**src/rtl/finish_retire_tracker_pkg.sv**
```systemverilog
// Shared TileLink manager definitions for the Finish path (tracker and client-side Finish queue).
// Latency: n/a (types and constants only).
// Backpressure: n/a.
package finish_retire_tracker_pkg;

  // Default tag-space geometry for one manager.
  localparam int N_XACT_DEF = 4;
  localparam int XACT_W_DEF = 2;

  // Manager id field of a Finish beat.
  localparam int MGR_ID_W = 1;

  typedef enum logic [MGR_ID_W-1:0] {
    MGR_ID_0 = 1'b0,
    MGR_ID_1 = 1'b1
  } manager_id_e;

  // Finish bundle field widths, shared with the client-side Finish queue.
  localparam int FIN_XACT_W = XACT_W_DEF;
  localparam int FIN_MGR_W  = MGR_ID_W;

  typedef struct packed {
    logic [FIN_XACT_W-1:0] manager_xact_id;
    manager_id_e           manager_id;
  } finish_bits_t;

endpackage

```
**src/rtl/finish_retire_tracker_if.sv**
```systemverilog
// Grant-side tag allocation and Finish-side retirement bundle for finish_retire_tracker.
// Latency: n/a (wires only).
// Backpressure: alloc uses valid/ready; finish_ready is high whenever the tracker is out of reset.
//   master: Grant generator / Finish source (drives alloc_valid, finish_*).
//   slave : the tracker (drives alloc_ready/xact_id, busy, count, idle, err_*).
interface finish_retire_tracker_if
  import finish_retire_tracker_pkg::*;
#(
  parameter int N_XACT = N_XACT_DEF,
  parameter int XACT_W = XACT_W_DEF
);

  logic                alloc_valid;
  logic                alloc_ready;
  logic [XACT_W-1:0]   alloc_xact_id;

  logic                finish_valid;
  logic                finish_ready;
  logic [XACT_W-1:0]   finish_bits_manager_xact_id;
  logic [MGR_ID_W-1:0] finish_bits_manager_id;

  logic [N_XACT-1:0]   busy;
  logic [XACT_W:0]     count;
  logic                idle;
  logic                err_valid;
  logic [XACT_W-1:0]   err_xact_id;

  modport master (
    output alloc_valid,
    input  alloc_ready,
    input  alloc_xact_id,
    output finish_valid,
    input  finish_ready,
    output finish_bits_manager_xact_id,
    output finish_bits_manager_id,
    input  busy,
    input  count,
    input  idle,
    input  err_valid,
    input  err_xact_id
  );

  modport slave (
    input  alloc_valid,
    output alloc_ready,
    output alloc_xact_id,
    input  finish_valid,
    output finish_ready,
    input  finish_bits_manager_xact_id,
    input  finish_bits_manager_id,
    output busy,
    output count,
    output idle,
    output err_valid,
    output err_xact_id
  );

endinterface

```
**src/rtl/finish_retire_tracker_lowest_set_enc.sv**
```systemverilog
// Priority encoder: index of the lowest set bit of in_vec, plus an any-set flag.
// Latency: combinational.
// Backpressure: none.
//   in_vec : N-bit request vector
//   any    : at least one bit of in_vec is set
//   idx    : lowest set bit position; 0 when nothing is set
module lowest_set_enc #(
  parameter int N     = 4,
  parameter int IDX_W = (N > 1) ? $clog2(N) : 1
) (
  input  logic [N-1:0]     in_vec,
  output logic             any,
  output logic [IDX_W-1:0] idx
);

  always_comb begin
    any = |in_vec;
    idx = '0;
    // Scan high to low so the lowest set bit wins the last assignment.
    for (int i = N - 1; i >= 0; i--) begin
      if (in_vec[i]) idx = IDX_W'(i);
    end
  end

endmodule

```
**src/rtl/finish_retire_tracker.sv**
```systemverilog
// Manager-side Finish receiver: hands out manager_xact_id tags for Grants and retires them on Finish.
// Latency: alloc tag returned in the same cycle; Finish captured at edge N, busy cleared / err pulsed at edge N+1.
// Backpressure: alloc_ready drops only when every tag is busy; finish_ready is always high out of reset.
//   clk, reset : rising-edge clock, asynchronous active-high reset (release expected synchronous to clk)
//   io (slave) : alloc handshake, Finish beat, busy/count/idle status, one-cycle err pulse with tag
module finish_retire_tracker
  import finish_retire_tracker_pkg::*;
#(
  parameter int          N_XACT     = N_XACT_DEF,
  parameter int          XACT_W     = XACT_W_DEF,
  parameter manager_id_e MANAGER_ID = MGR_ID_0
) (
  input  logic                    clk,
  input  logic                    reset,
  finish_retire_tracker_if.slave  io
);

  logic [N_XACT-1:0]   busy_q;
  logic [XACT_W:0]     count_q;
  logic                fin_v_q;
  logic [XACT_W-1:0]   fin_id_q;
  logic [MGR_ID_W-1:0] fin_mgr_q;
  logic                err_q;
  logic [XACT_W-1:0]   err_id_q;

  logic                free_any;
  logic [XACT_W-1:0]   free_idx;
  logic                alloc_fire;
  logic                fin_fire;
  logic                retire_ok;
  logic                retire_bad;
  logic [N_XACT-1:0]   busy_set;
  logic [N_XACT-1:0]   busy_clr;

  // Search the free mask; alloc_ready depends only on registered state.
  lowest_set_enc #(
    .N     (N_XACT),
    .IDX_W (XACT_W)
  ) u_free_enc (
    .in_vec (~busy_q),
    .any    (free_any),
    .idx    (free_idx)
  );

  assign alloc_fire = io.alloc_valid & free_any;
  assign fin_fire   = io.finish_valid & io.finish_ready;

  // A staged Finish retires only if it targets this manager and the tag is outstanding.
  assign retire_ok  = fin_v_q & (fin_mgr_q == MANAGER_ID) & busy_q[fin_id_q];
  assign retire_bad = fin_v_q & ~retire_ok;

  // Alloc picks from the pre-edge mask, so it never collides with the tag being retired.
  assign busy_set = {{(N_XACT-1){1'b0}}, alloc_fire} << free_idx;
  assign busy_clr = {{(N_XACT-1){1'b0}}, retire_ok}  << fin_id_q;

  always_ff @(posedge clk or posedge reset) begin
    if (reset) begin
      busy_q  <= '0;
      count_q <= '0;
    end else begin
      busy_q  <= (busy_q | busy_set) & ~busy_clr;
      count_q <= count_q + (XACT_W+1)'(alloc_fire) - (XACT_W+1)'(retire_ok);
    end
  end

  // Capture stage: one Finish per cycle, no bubbles.
  always_ff @(posedge clk or posedge reset) begin
    if (reset) begin
      fin_v_q   <= 1'b0;
      fin_id_q  <= '0;
      fin_mgr_q <= '0;
    end else begin
      fin_v_q <= fin_fire;
      if (fin_fire) begin
        fin_id_q  <= io.finish_bits_manager_xact_id;
        fin_mgr_q <= io.finish_bits_manager_id;
      end
    end
  end

  // Registered err pulse: a staged Finish wiped by reset never reaches it.
  always_ff @(posedge clk or posedge reset) begin
    if (reset) begin
      err_q    <= 1'b0;
      err_id_q <= '0;
    end else begin
      err_q <= retire_bad;
      if (retire_bad) err_id_q <= fin_id_q;
    end
  end

  assign io.alloc_ready   = free_any;
  assign io.alloc_xact_id = free_idx;
  assign io.finish_ready  = ~reset;
  assign io.busy          = busy_q;
  assign io.count         = count_q;
  assign io.idle          = (count_q == '0) & ~fin_v_q;
  assign io.err_valid     = err_q;
  assign io.err_xact_id   = err_id_q;

endmodule

```
**src/flat_wrapper.sv**
```systemverilog
// flat-port wrapper written by rule: the top's interface ports become plain ports
module finish_retire_tracker_flat import finish_retire_tracker_pkg::*;
#(
  parameter int          N_XACT     = N_XACT_DEF,
  parameter int          XACT_W     = XACT_W_DEF,
  parameter manager_id_e MANAGER_ID = MGR_ID_0
)
  (clk, reset, io_alloc_valid, io_alloc_ready, io_alloc_xact_id, io_finish_valid, io_finish_ready, io_finish_bits_manager_xact_id, io_finish_bits_manager_id, io_busy, io_count, io_idle, io_err_valid, io_err_xact_id);
  finish_retire_tracker_if #(.N_XACT(N_XACT), .XACT_W(XACT_W)) io_i ();
  input  logic clk;
  input  logic reset;
  input wire logic [$bits(io_i.alloc_valid)-1:0] io_alloc_valid;
  output wire logic [$bits(io_i.alloc_ready)-1:0] io_alloc_ready;
  output wire logic [$bits(io_i.alloc_xact_id)-1:0] io_alloc_xact_id;
  input wire logic [$bits(io_i.finish_valid)-1:0] io_finish_valid;
  output wire logic [$bits(io_i.finish_ready)-1:0] io_finish_ready;
  input wire logic [$bits(io_i.finish_bits_manager_xact_id)-1:0] io_finish_bits_manager_xact_id;
  input wire logic [$bits(io_i.finish_bits_manager_id)-1:0] io_finish_bits_manager_id;
  output wire logic [$bits(io_i.busy)-1:0] io_busy;
  output wire logic [$bits(io_i.count)-1:0] io_count;
  output wire logic [$bits(io_i.idle)-1:0] io_idle;
  output wire logic [$bits(io_i.err_valid)-1:0] io_err_valid;
  output wire logic [$bits(io_i.err_xact_id)-1:0] io_err_xact_id;
  assign io_i.alloc_valid = io_alloc_valid;
  assign io_alloc_ready = io_i.alloc_ready;
  assign io_alloc_xact_id = io_i.alloc_xact_id;
  assign io_i.finish_valid = io_finish_valid;
  assign io_finish_ready = io_i.finish_ready;
  assign io_i.finish_bits_manager_xact_id = io_finish_bits_manager_xact_id;
  assign io_i.finish_bits_manager_id = io_finish_bits_manager_id;
  assign io_busy = io_i.busy;
  assign io_count = io_i.count;
  assign io_idle = io_i.idle;
  assign io_err_valid = io_i.err_valid;
  assign io_err_xact_id = io_i.err_xact_id;
  finish_retire_tracker #(.N_XACT(N_XACT), .XACT_W(XACT_W), .MANAGER_ID(MANAGER_ID)) u_core (.clk(clk), .reset(reset), .io(io_i));
endmodule
```
**config.mk**
```make
export PLATFORM = sky130hd
export DESIGN_NAME = finish_retire_tracker_flat
export DESIGN_NICKNAME = d
export VERILOG_FILES = /design/src/rtl/finish_retire_tracker_pkg.sv /design/src/rtl/finish_retire_tracker_if.sv /design/src/rtl/finish_retire_tracker_lowest_set_enc.sv /design/src/rtl/finish_retire_tracker.sv /design/src/flat_wrapper.sv
export SDC_FILE = /design/constraint.sdc
export NUM_CORES = 1
export LEC_CHECK = 0
export CAP_MARGIN = 20
export CORE_MARGIN = 8
export CORE_UTILIZATION = 35
export CTS_CLUSTER_SIZE = 20
export DETAILED_ROUTE_END_ITERATION = 10
export GPL_ROUTABILITY_DRIVEN = 0
export PLACE_DENSITY = 0.68
export SLEW_MARGIN = 20
export SYNTH_ARGS = -nofsm -noshare
export SYNTH_HDL_FRONTEND = slang
export SYNTH_SLANG_ARGS = --single-unit
export TNS_END_PERCENT = 20
```
**constraint.sdc**
```tcl
create_clock -name clk -period 3 [get_ports clk]
set_clock_uncertainty 0.15 [all_clocks]
set_input_delay 0.3 -clock clk [delete_from_list [all_inputs] [get_ports clk]]
set_output_delay 0.3 -clock clk [all_outputs]
set_load 0.05 [all_outputs]
```
# Yosys cells after proc, flatten, opt, wreduce, memory -nomap -nowiden
# Cells that the tools add are included.
# W data, S select, Z words.
# totals
in_bits,7
reg_bits,14
word_cells,34
out_inout_bits,15
# classes
mux,6
reduce_logical,2
bitwise,14
shifts,2
addsub,2
n_lt_le_gt_ge,1
# ops
operator,n
$mux W2,4
$not A4 Y4,2
$shl A1 B2 Y4,2
$and A1 B1 Y1,6
$and A4 B4 Y4,1
$not A1 Y1,4
$or A4 B4 Y4,1
$reduce_or A4 Y1,1
$add A3 B1 Y3,1
$logic_not A3 Y1,1
$lt A2 B3 Y1 const B,1
$sub A3 B1 Y3,1
$bmux W1 S2,1
$mux W1,1

# Depth between registers and ports, before layout
# Gate-level depths: netlist of the first run.
# depth
depth_word,8
ltp_mapped,10
depth_no_buf,9

# Hierarchy
# From an unflattened synthesis of the first run, not the netlist that was laid out.
# hier_totals
hier_cells,64
area_unflattened_um2,703.2
# by_module_without_submodules
mod,area_per_inst_um2,cells_per_inst,instances,seq_area_each_um2
finish_retire_tracker,668.1,57,1,350.3
lowest_set_enc,35.0,7,1,0.0

# Worst setup path before layout of the first run
# No wires, ideal clock.
# synth_path
kind,reg-to-reg
from,reg u_core.busy_q[2] (netlist: u_core.io.busy[2])
to,reg u_core.count_q[1] (netlist: u_core.io.count[1])
path_slack_ps,353
setup_time_ps,64
synth_period_minus_slack_ps,2647
n_path_buf,0
required_time_ps,2786
stages_incl_launch_ff,7
t_arrival_ps,2432
path_cell_list,dfrtp_1 -> nand4_1 -> and2_1 -> ha_1 -> inv_1 -> fa_1 -> inv_1
# synth_via
elab_chain_cells,5
# synth_rtl
item,line,text
"start, declared",finish_retire_tracker.sv:18,logic [N_XACT-1:0] busy_q;
"start signal, assigned",finish_retire_tracker.sv:61,busy_q <= (busy_q | busy_set) & ~busy_clr;
$not A4 Y4,finish_retire_tracker.sv:40,".in_vec (~busy_q),"
$reduce_or A4 Y1,finish_retire_tracker_lowest_set_enc.sv:17,any = |in_vec;
net io_alloc_ready,flat_wrapper.sv:13,output wire logic [$bits(io_i.alloc_ready)-1:0] io_alloc_ready;
$and A1 B1 Y1,finish_retire_tracker.sv:45,assign alloc_fire = io.alloc_valid & free_any;
$add A3 B1 Y3,finish_retire_tracker.sv:62,count_q <= count_q + (XACT_W+1)'(alloc_fire) - (XACT_W+1)'(retire_ok);
$sub A3 B1 Y3,finish_retire_tracker.sv:62,
"end signal, assigned",finish_retire_tracker.sv:62,
"end, declared",finish_retire_tracker.sv:19,logic [XACT_W:0] count_q;
# The timed path passes the listed nets, and every way through them passes these cells. The select of a mux whose other input is x is not followed.
# A chain may end at the register's enable or synchronous reset.

# Worst setup path in the final report of the first run
# layout_path
from,reg u_core.fin_id_q[0]
to,reg u_core.count_q[2] (netlist: u_core.io.count[2])
# layout_via
elab_chain_cells,4
# layout_rtl
item,line,text
"start, declared",finish_retire_tracker.sv:21,logic [XACT_W-1:0] fin_id_q;
"start signal, assigned",finish_retire_tracker.sv:75,fin_id_q <= io.finish_bits_manager_xact_id;
$bmux W1 S2,finish_retire_tracker.sv:49,assign retire_ok = fin_v_q & (fin_mgr_q == MANAGER_ID) & busy_q[fin_id_q];
$mux W1 (not written as such),finish_retire_tracker.sv:49,
$and A1 B1 Y1,finish_retire_tracker.sv:49,
$sub A3 B1 Y3,finish_retire_tracker.sv:62,
# Every way passes these cells. The select of a mux whose other input is x is not followed.

==> summary.txt, run 1 <==
Synth
  – Synth unique cells: 29
  – Post-Synthesis Cell Area: 709 um^2
  – Seq/Total Area, Yosys: 49.4%
  – Register bit total from synthesis: 14
  – Yosys warns: 0
  – Top cells by area, synth: dfrtp_1 (49%), a31oi_1 (4.4%), inv_1 (3.7%)
  – Net Count, Synth: 72
  – Leading area contributor after synthesis: dfrtp_1
  – Mapped Cells: 62
  – Syn_area_per_cell: 11.4 um^2
  – Post-synth top area share: 49.4%

Final layout
  – Layout area overhead: 37.6%
  – # diodes: 0
  – Share of layout cells above drive strength 1: 14.1%
  – Commonest non-fill, non-tap cells in the layout: clkdlybuf4s50_1 (21), dfrtp_1 (14), inv_1 (7)
  – Nets: 96
  – Final Instance Area: 976 um^2
  – Commonest non-fill, non-tap cell in the layout: clkdlybuf4s50_1

Critical path
  – Max stage delay cell, worst path: dfrtp_1
  – Crit. End Element: flop
  – Crit-path max cell delay: 0.49 ns
  – Crit-path cells: mux2i_1 > nor2_1 > o21a_1 > ha_1 > inv_1 > ha_1 > inv_1 > fa_1 > xnor2_1
  – Reg2reg end: u_core.io.count[2]$_DFF_PP0_
  – R2R Setup Slk: 0.62 ns
  – Reg2Reg Depth: 9
  – Reg-to-Reg Start: u_core.fin_id_q[0]$_DFFE_PP0P_
  – CP Class: reg2reg
  – Arrival @ worst endpoint: 2.39 ns
  – Crit-path max FO: 6
  – Startpoint types: flop
  – Req. time, crit path: 3.02 ns

Global route
  – Vias in the first global route: 493
  – Total GRT Usage: 8.71%
  – Total gr overflow: 0
  – First-pass GRT wire length: 2300 um
  – Pin count of the biggest net entering global routing: 15
  – Initial antenna violation count: 0

Timing
  – Fin crit share: 79.2%
  – F_max: 421 MHz
  – Fin. max-slew vios: 0
  – Rel. slew slack: 66.1%
  – Final Hold Violating Endpoints: 0
  – RSZ-0062 raised after global routing: no
  – Fin Setup TNS: 0 ns
  – Tmin final: 2.38 ns
  – Worst-margin pin slew: 0.507 ns
  – Final setup viols: 0

Power
  – Power per Cell Area: 840 nW/um^2
  – Static Leakage: 0.419 nW
  – Worst vdd ir: 0.707 mV

CTS
  – Root buf cell: clkbuf_4
  – Postcts setup bufs: 0
  – CTS Sinks: 14
  – CTS Buf Count: 3
  – TritonCTS clock tree: done
  – Number of H-tree levels: 1
  – CTS clk-pin slew, worst paths: 0.09 ns
  – Clk Latency, worst-skew pair: 0.28 ns
  – Clock Path Buffers: 2
  – CTS Hold Bufs: 0
  – Resized cells post-CTS: 0

Worst hold path
  – Hold crit path type: in2async

Floorplan
  – DIE AREA: 3720 um^2
  – Initial Utilization: 36.5%
  – Chip height: 61.0 um
  – Cell Rows: 16
  – Core area: 1940 um^2
  – Io pins: 22
  – Die extent in x: 61.0 um

Status
  – Run status: finished clean

Detailed routing
  – Avg Vias per Cell: 4.67
  – Drt pass-1 iters: 3
  – Wire length per cell: 12.4 um
  – DR vias: 523
  – Routed Antenna Nets: 0
  – DRT Wirelength: 1390 um
  – Initial DRC Count: 4
  – DRC: 0

Placement
  – DP Wirelength: 1100 um
  – Placed Area: 940 um^2
  – PortBufs: 21

Run
  – Max-Cap Viols: 0
worst max path at each step:
stage / from / end / slack (ns) / cells after the start
6_report: u_core.fin_id_q[0]$_DFFE_PP0P_ / u_core.io.count[2]$_DFF_PP0_ / 0.62 / 9
5_1_grt: u_core.fin_id_q[0]$_DFFE_PP0P_ / u_core.io.count[2]$_DFF_PP0_ / 0.45 / 9
4_1_cts: u_core.fin_id_q[0]$_DFFE_PP0P_ / u_core.io.count[2]$_DFF_PP0_ / 0.60 / 9
3_5_place_dp: u_core.fin_id_q[0]$_DFFE_PP0P_ / u_core.io.count[1]$_DFF_PP0_ / 0.62 / 9
3_3_place_gp: u_core.fin_id_q[0]$_DFFE_PP0P_ / u_core.io.count[2]$_DFF_PP0_ / 0.67 / 9
2_1_floorplan: u_core.io.busy[2]$_DFF_PP0_ / u_core.io.count[1]$_DFF_PP0_ / 0.35 / 6
synth_stat cells (all sizes together):
cell type / number
a31oi: 5
buf: 2
xnor2: 2
nor2: 3
ha: 2
dfrtp: 14
mux2: 3
clkbuf: 1
a21boi: 1
o221ai: 1
inv: 7
a21oi: 2
mux2i: 2
o21ai: 1
nor2b: 1
o21a: 2
a41oi: 1
o221a: 1
nand4: 1
nand2: 2
or2: 2
and2: 1
nand2b: 3
nor4: 1
fa: 1
critical path, delay by kind of cell, from the launching register on:
family | cells | cell delay, ns
adders and majority gates | 3 | 0.77
DFF | 1 | 0.49
muxes | 1 | 0.29
AOI/OAI and AO/OA | 1 | 0.20
xor gates and xnor gates | 1 | 0.13
and+or+nand+nor | 1 | 0.11
buffers and inverters | 2 | 0.11
cell families after synthesis:
kind of cell             synth area share (%)
AO/OA/AOI/OAI                            14.6
flip-flops                               49.4
adder cells (fa/ha/maj)                  6.35
XOR/XNOR                                 2.47
AND/OR/NAND/NOR                          10.6
multiplexers                             9.88
buffers and inverters                    6.70
through the flow:
| stage | instances | util [%] | setup slack (ns) | hold slack (ns) | power [W] |
|---|---|---|---|---|---|
| after detailed placement | 108 | 48.4 | 0.622 | 0.362 | 0.000696 |
| after CTS | 112 | 50.3 | 0.599 | 0.199 | 0.000835 |
| after global placement | 108 | 48.4 | 0.673 | 0.358 | 0.000691 |
| after global routing | 112 | 50.3 | 0.447 | 0.249 | 0.000874 |
| after floorplan | 62 | - | 0.353 | 0.212 | 0.000566 |
| final | 112 | 50.3 | 0.624 | 0.200 | 0.000820 |
power breakdown:
group / internal [W] / switching (W) / leakage [nW]
Sequential: 0.000232 / 0.0000499 / 0.160
Combinational: 0.000156 / 0.000249 / 0.238
Clock: 0.0000739 / 0.0000589 / 0.0210
per-layer routing:
layer	global-route usage, %	routed length (um)
met5	0	0
met4	3.99	13
met3	5.64	143
met2	11.8	601
met1	10.4	629
state kept, by name (all words and copies together) (netlist names):
register,flops
u_core.fin_id_q,2
u_core.io.count,3
u_core.io.err_valid,1
u_core.io.busy,4
u_core.fin_v_q,1
u_core.io.err_xact_id,2
u_core.fin_mgr_q,1
area by class of cell:
class | instances | area [um^2]
fillers | 191 | 966
flip-flops and latches | 14 | 350
multi-input cells | 38 | 312
repair buffers | 22 | 218
clock buffers | 4 | 36.3
well taps | 27 | 33.8
inverters | 7 | 26.3
Note: power is estimated with default switching activity, not from simulation.
==> inputs of run 2 (changes only) <==
--- a/config.mk
+++ b/config.mk
@@ -11,7 +11,7 @@
 export CTS_CLUSTER_SIZE = 20
 export DETAILED_ROUTE_END_ITERATION = 10
 export GPL_ROUTABILITY_DRIVEN = 0
-export PLACE_DENSITY = 0.68
+export PLACE_DENSITY = 0.7
 export SLEW_MARGIN = 20
 export SYNTH_ARGS = -nofsm -noshare
 export SYNTH_HDL_FRONTEND = slang
==> constraint.sdc (replaced) <==
create_clock -name clk -period 2.1 [get_ports clk]
set_clock_uncertainty 0.15 [all_clocks]
set_input_delay 0.21 -clock clk [delete_from_list [all_inputs] [get_ports clk]]
set_output_delay 0.21 -clock clk [all_outputs]
set_load 0.05 [all_outputs]
==> run 2 against run 1 <==
Effect of this change: largest power group unchanged; worst hold slack better by 0.00079 ns; the run now ends with setup timing left; register-to-register slack got worse by 0.76 ns; routed wire length increased by 23%; cell area rose by 12%; combinational power increased by 60%; first-iteration DRC count is 25% lower; non-clock buffer count rose by 13; sequential power increased by 40%; power grew 51%.
==> summary.txt, run 2 (synthesized netlist as in run 1, its figures left out) <==
CTS
  – Clock Path Buffers: 2 (unchanged)
  – CTS clk-pin slew, worst paths: 0.09 ns (about the same)
  – CTS Buf Count: 3 (unchanged)
  – Clk Latency, worst-skew pair: 0.28 ns (about the same)
  – TritonCTS clock tree: done
  – Number of H-tree levels: 1 (unchanged)
  – Postcts setup bufs: 0 (unchanged)
  – CTS Sinks: 14 (unchanged)
  – Root buf cell: clkbuf_4

Floorplan
  – Die extent in x: 61.0 um (unchanged)
  – Cell Rows: 16 (unchanged)
  – Chip height: 61.0 um (unchanged)
  – Initial Utilization: 36.5% (unchanged)
  – Io pins: 22 (unchanged)
  – DIE AREA: 3720 um^2 (unchanged)
  – Core area: 1940 um^2 (unchanged)

Status
  – Failing checks: setup timing
  – Run status: finished with violations

Global route
  – Total GRT Usage: 10.1% (+1.4 points)
  – Vias in the first global route: 639 (+30%)
  – First-pass GRT wire length: 2840 um (+23%)
  – Initial antenna violation count: 0 (unchanged)
  – Total gr overflow: 0 (unchanged)
  – Pin count of the biggest net entering global routing: 15 (unchanged)

Detailed routing
  – Wire length per cell: 13.6 um (+10%)
  – DR vias: 589 (+13%)
  – Drt pass-1 iters: 4 (+1)
  – DRC: 0 (unchanged)
  – Routed Antenna Nets: 0 (unchanged)
  – DRT Wirelength: 1710 um (+23%)
  – Avg Vias per Cell: 4.71 (+0.91%)
  – Initial DRC Count: 3 (-1)

Final layout
  – Layout area overhead: 54.3%
  – Commonest non-fill, non-tap cell in the layout: buf_4
  – Max reg flops: 4 (unchanged)
  – Final Instance Area: 1090 um^2 (+12%)
  – Share of layout cells above drive strength 1: 40.8% (+27 points)
  – # diodes: 0 (unchanged)
  – Nets: 109 (+14%)
  – Commonest non-fill, non-tap cells in the layout: buf_4 (18), clkdlybuf4s50_1 (16), dfrtp_1 (9)

Power
  – Static Leakage: 0.490 nW (+17%)
  – Power per Cell Area: 1130 nW/um^2 (+35%)
  – Total power: 0.00124 W (+51%)
  – Worst vdd ir: 0.652 mV (-7.9%)

Timing
  – Rel. slew slack: 66.5% (+0.39 points)
  – Final Hold Violating Endpoints: 0 (unchanged)
  – Final setup viols: 2 (+2)
  – Fin crit share: 106% (+27 points)
  – Fin. max-slew vios: 0 (unchanged)
  – Tmin final: 2.23 ns (-0.142 ns)
  – Setup ws final: -0.134 ns (-0.758 ns)
  – F_max: 448 MHz (+6.4%)
  – RSZ-0062 raised after global routing: yes
  – Worst-margin pin slew: 0.501 ns (-0.00588 ns)

Critical path
  – Crit path depth: 9 (unchanged)
  – Crit-path cells: mux2i_2 > nor2_2 > o21a_1 > ha_1 > inv_1 > ha_1 > inv_2 > fa_1 > inv_1
  – CP Class: reg2reg
  – CP bufs+invs: 3 (+1)
  – Crit. End Element: flop
  – Req. time, crit path: 2.13 ns (-0.89 ns)
  – Reg-to-Reg Start: u_core.fin_id_q[0]$_DFFE_PP0P_
  – Delay-heaviest family, CP: adder cells
  – Crit-path max FO: 3 (-3)
  – Reg2reg end: u_core.io.count[1]$_DFF_PP0_
  – Last element of the critical path: u_core.io.count[1]$_DFF_PP0_
  – Max stage delay cell, worst path: fa_1
  – Reg2Reg Depth: 9 (unchanged)
  – Arrival @ worst endpoint: 2.26 ns (-0.13 ns)
  – R2R Setup Slk: -0.13 ns (-0.76 ns)
  – Setup crit start: u_core.fin_id_q[0]$_DFFE_PP0P_
  – Startpoint types: flop
  – Crit-path max cell delay: 0.47 ns (-0.02 ns)

Placement
  – Placed Area: 1050 um^2 (+12%)
  – DP Wirelength: 1390 um (+27%)
  – PortBufs: 21 (unchanged)

Run
  – Max-Cap Viols: 0 (unchanged)

Worst hold path
  – Hold crit path type: in2async
-- run 2: cell type report --
type / count / area (um^2)
tap: 27 / 33.8
sequential: 14 / 357
multi-input combinational: 38 / 327
timing repair buffer: 35 / 315
clock buffer: 4 / 36.3
fill: 175 / 847
inverter: 7 / 26.3
-- run 2: routing by layer --
| layer | track usage, % | share of wire (%) |
|---|---|---|
| met1 | 9.86 | 41 |
| met2 | 19.6 | 51 |
| met3 | 4.38 | 7.0 |
| met4 | 0.997 | 0.35 |
| met5 | 0 | 0 |
-- run 2: how the worst min path moves through the flow --
stage	startpoint	end	slack, ns
final	reset	u_core.io.err_xact_id[1]$_DFFE_PP0P_	0.20
after global routing	reset	u_core.io.count[0]$_DFF_PP0_	0.24
after CTS	reset	u_core.io.err_xact_id[1]$_DFFE_PP0P_	0.22
after detailed placement	u_core.io.err_xact_id[0]$_DFFE_PP0P_	u_core.io.err_xact_id[0]$_DFFE_PP0P_	0.35
after global placement	u_core.io.err_xact_id[0]$_DFFE_PP0P_	u_core.io.err_xact_id[0]$_DFFE_PP0P_	0.35
after floorplan	reset	u_core.fin_id_q[0]$_DFFE_PP0P_	0.12
-- run 2: metrics by stage --
step | setup WS, ns | hold WS, ns | utilization (%) | std cells | setup TNS [ns]
final | -0.134 | 0.201 | 56.4 | 125 | -0.266
after global routing | -0.203 | 0.242 | 56.4 | 125 | -0.391
after floorplan | -0.380 | 0.122 | - | 62 | -0.846
after global placement | -0.0910 | 0.354 | 54.0 | 121 | -0.181
after CTS | -0.169 | 0.224 | 56.0 | 125 | -0.336
after detailed placement | -0.170 | 0.352 | 54.0 | 121 | -0.333
-- run 2: what timing repair did --
item	in CTS	in global routing
hold buffers	0	0
setup endpoints to repair	2	2
resized for setup	1	4
-- run 2: worst register-to-register path, delay by kind of cell, from the launching register on --
kind,cells,cell delay (ns)
multiplexers,1,0.28
buffers and inverters,3,0.14
adder cells (fa/ha/maj),3,0.89
AND/OR/NAND/NOR,1,0.06
AO/OA/AOI/OAI,1,0.18
flip-flops,1,0.43
-- run 2: power breakdown --
| group | total (W) | internal [W] | switching [W] |
|---|---|---|---|
| Sequential | 0.000396 | 0.000333 | 0.0000632 |
| Clock | 0.000194 | 0.000106 | 0.0000889 |
| Combinational | 0.000650 | 0.000260 | 0.000390 |
| Total | 0.00124 | 0.000699 | 0.000542 |
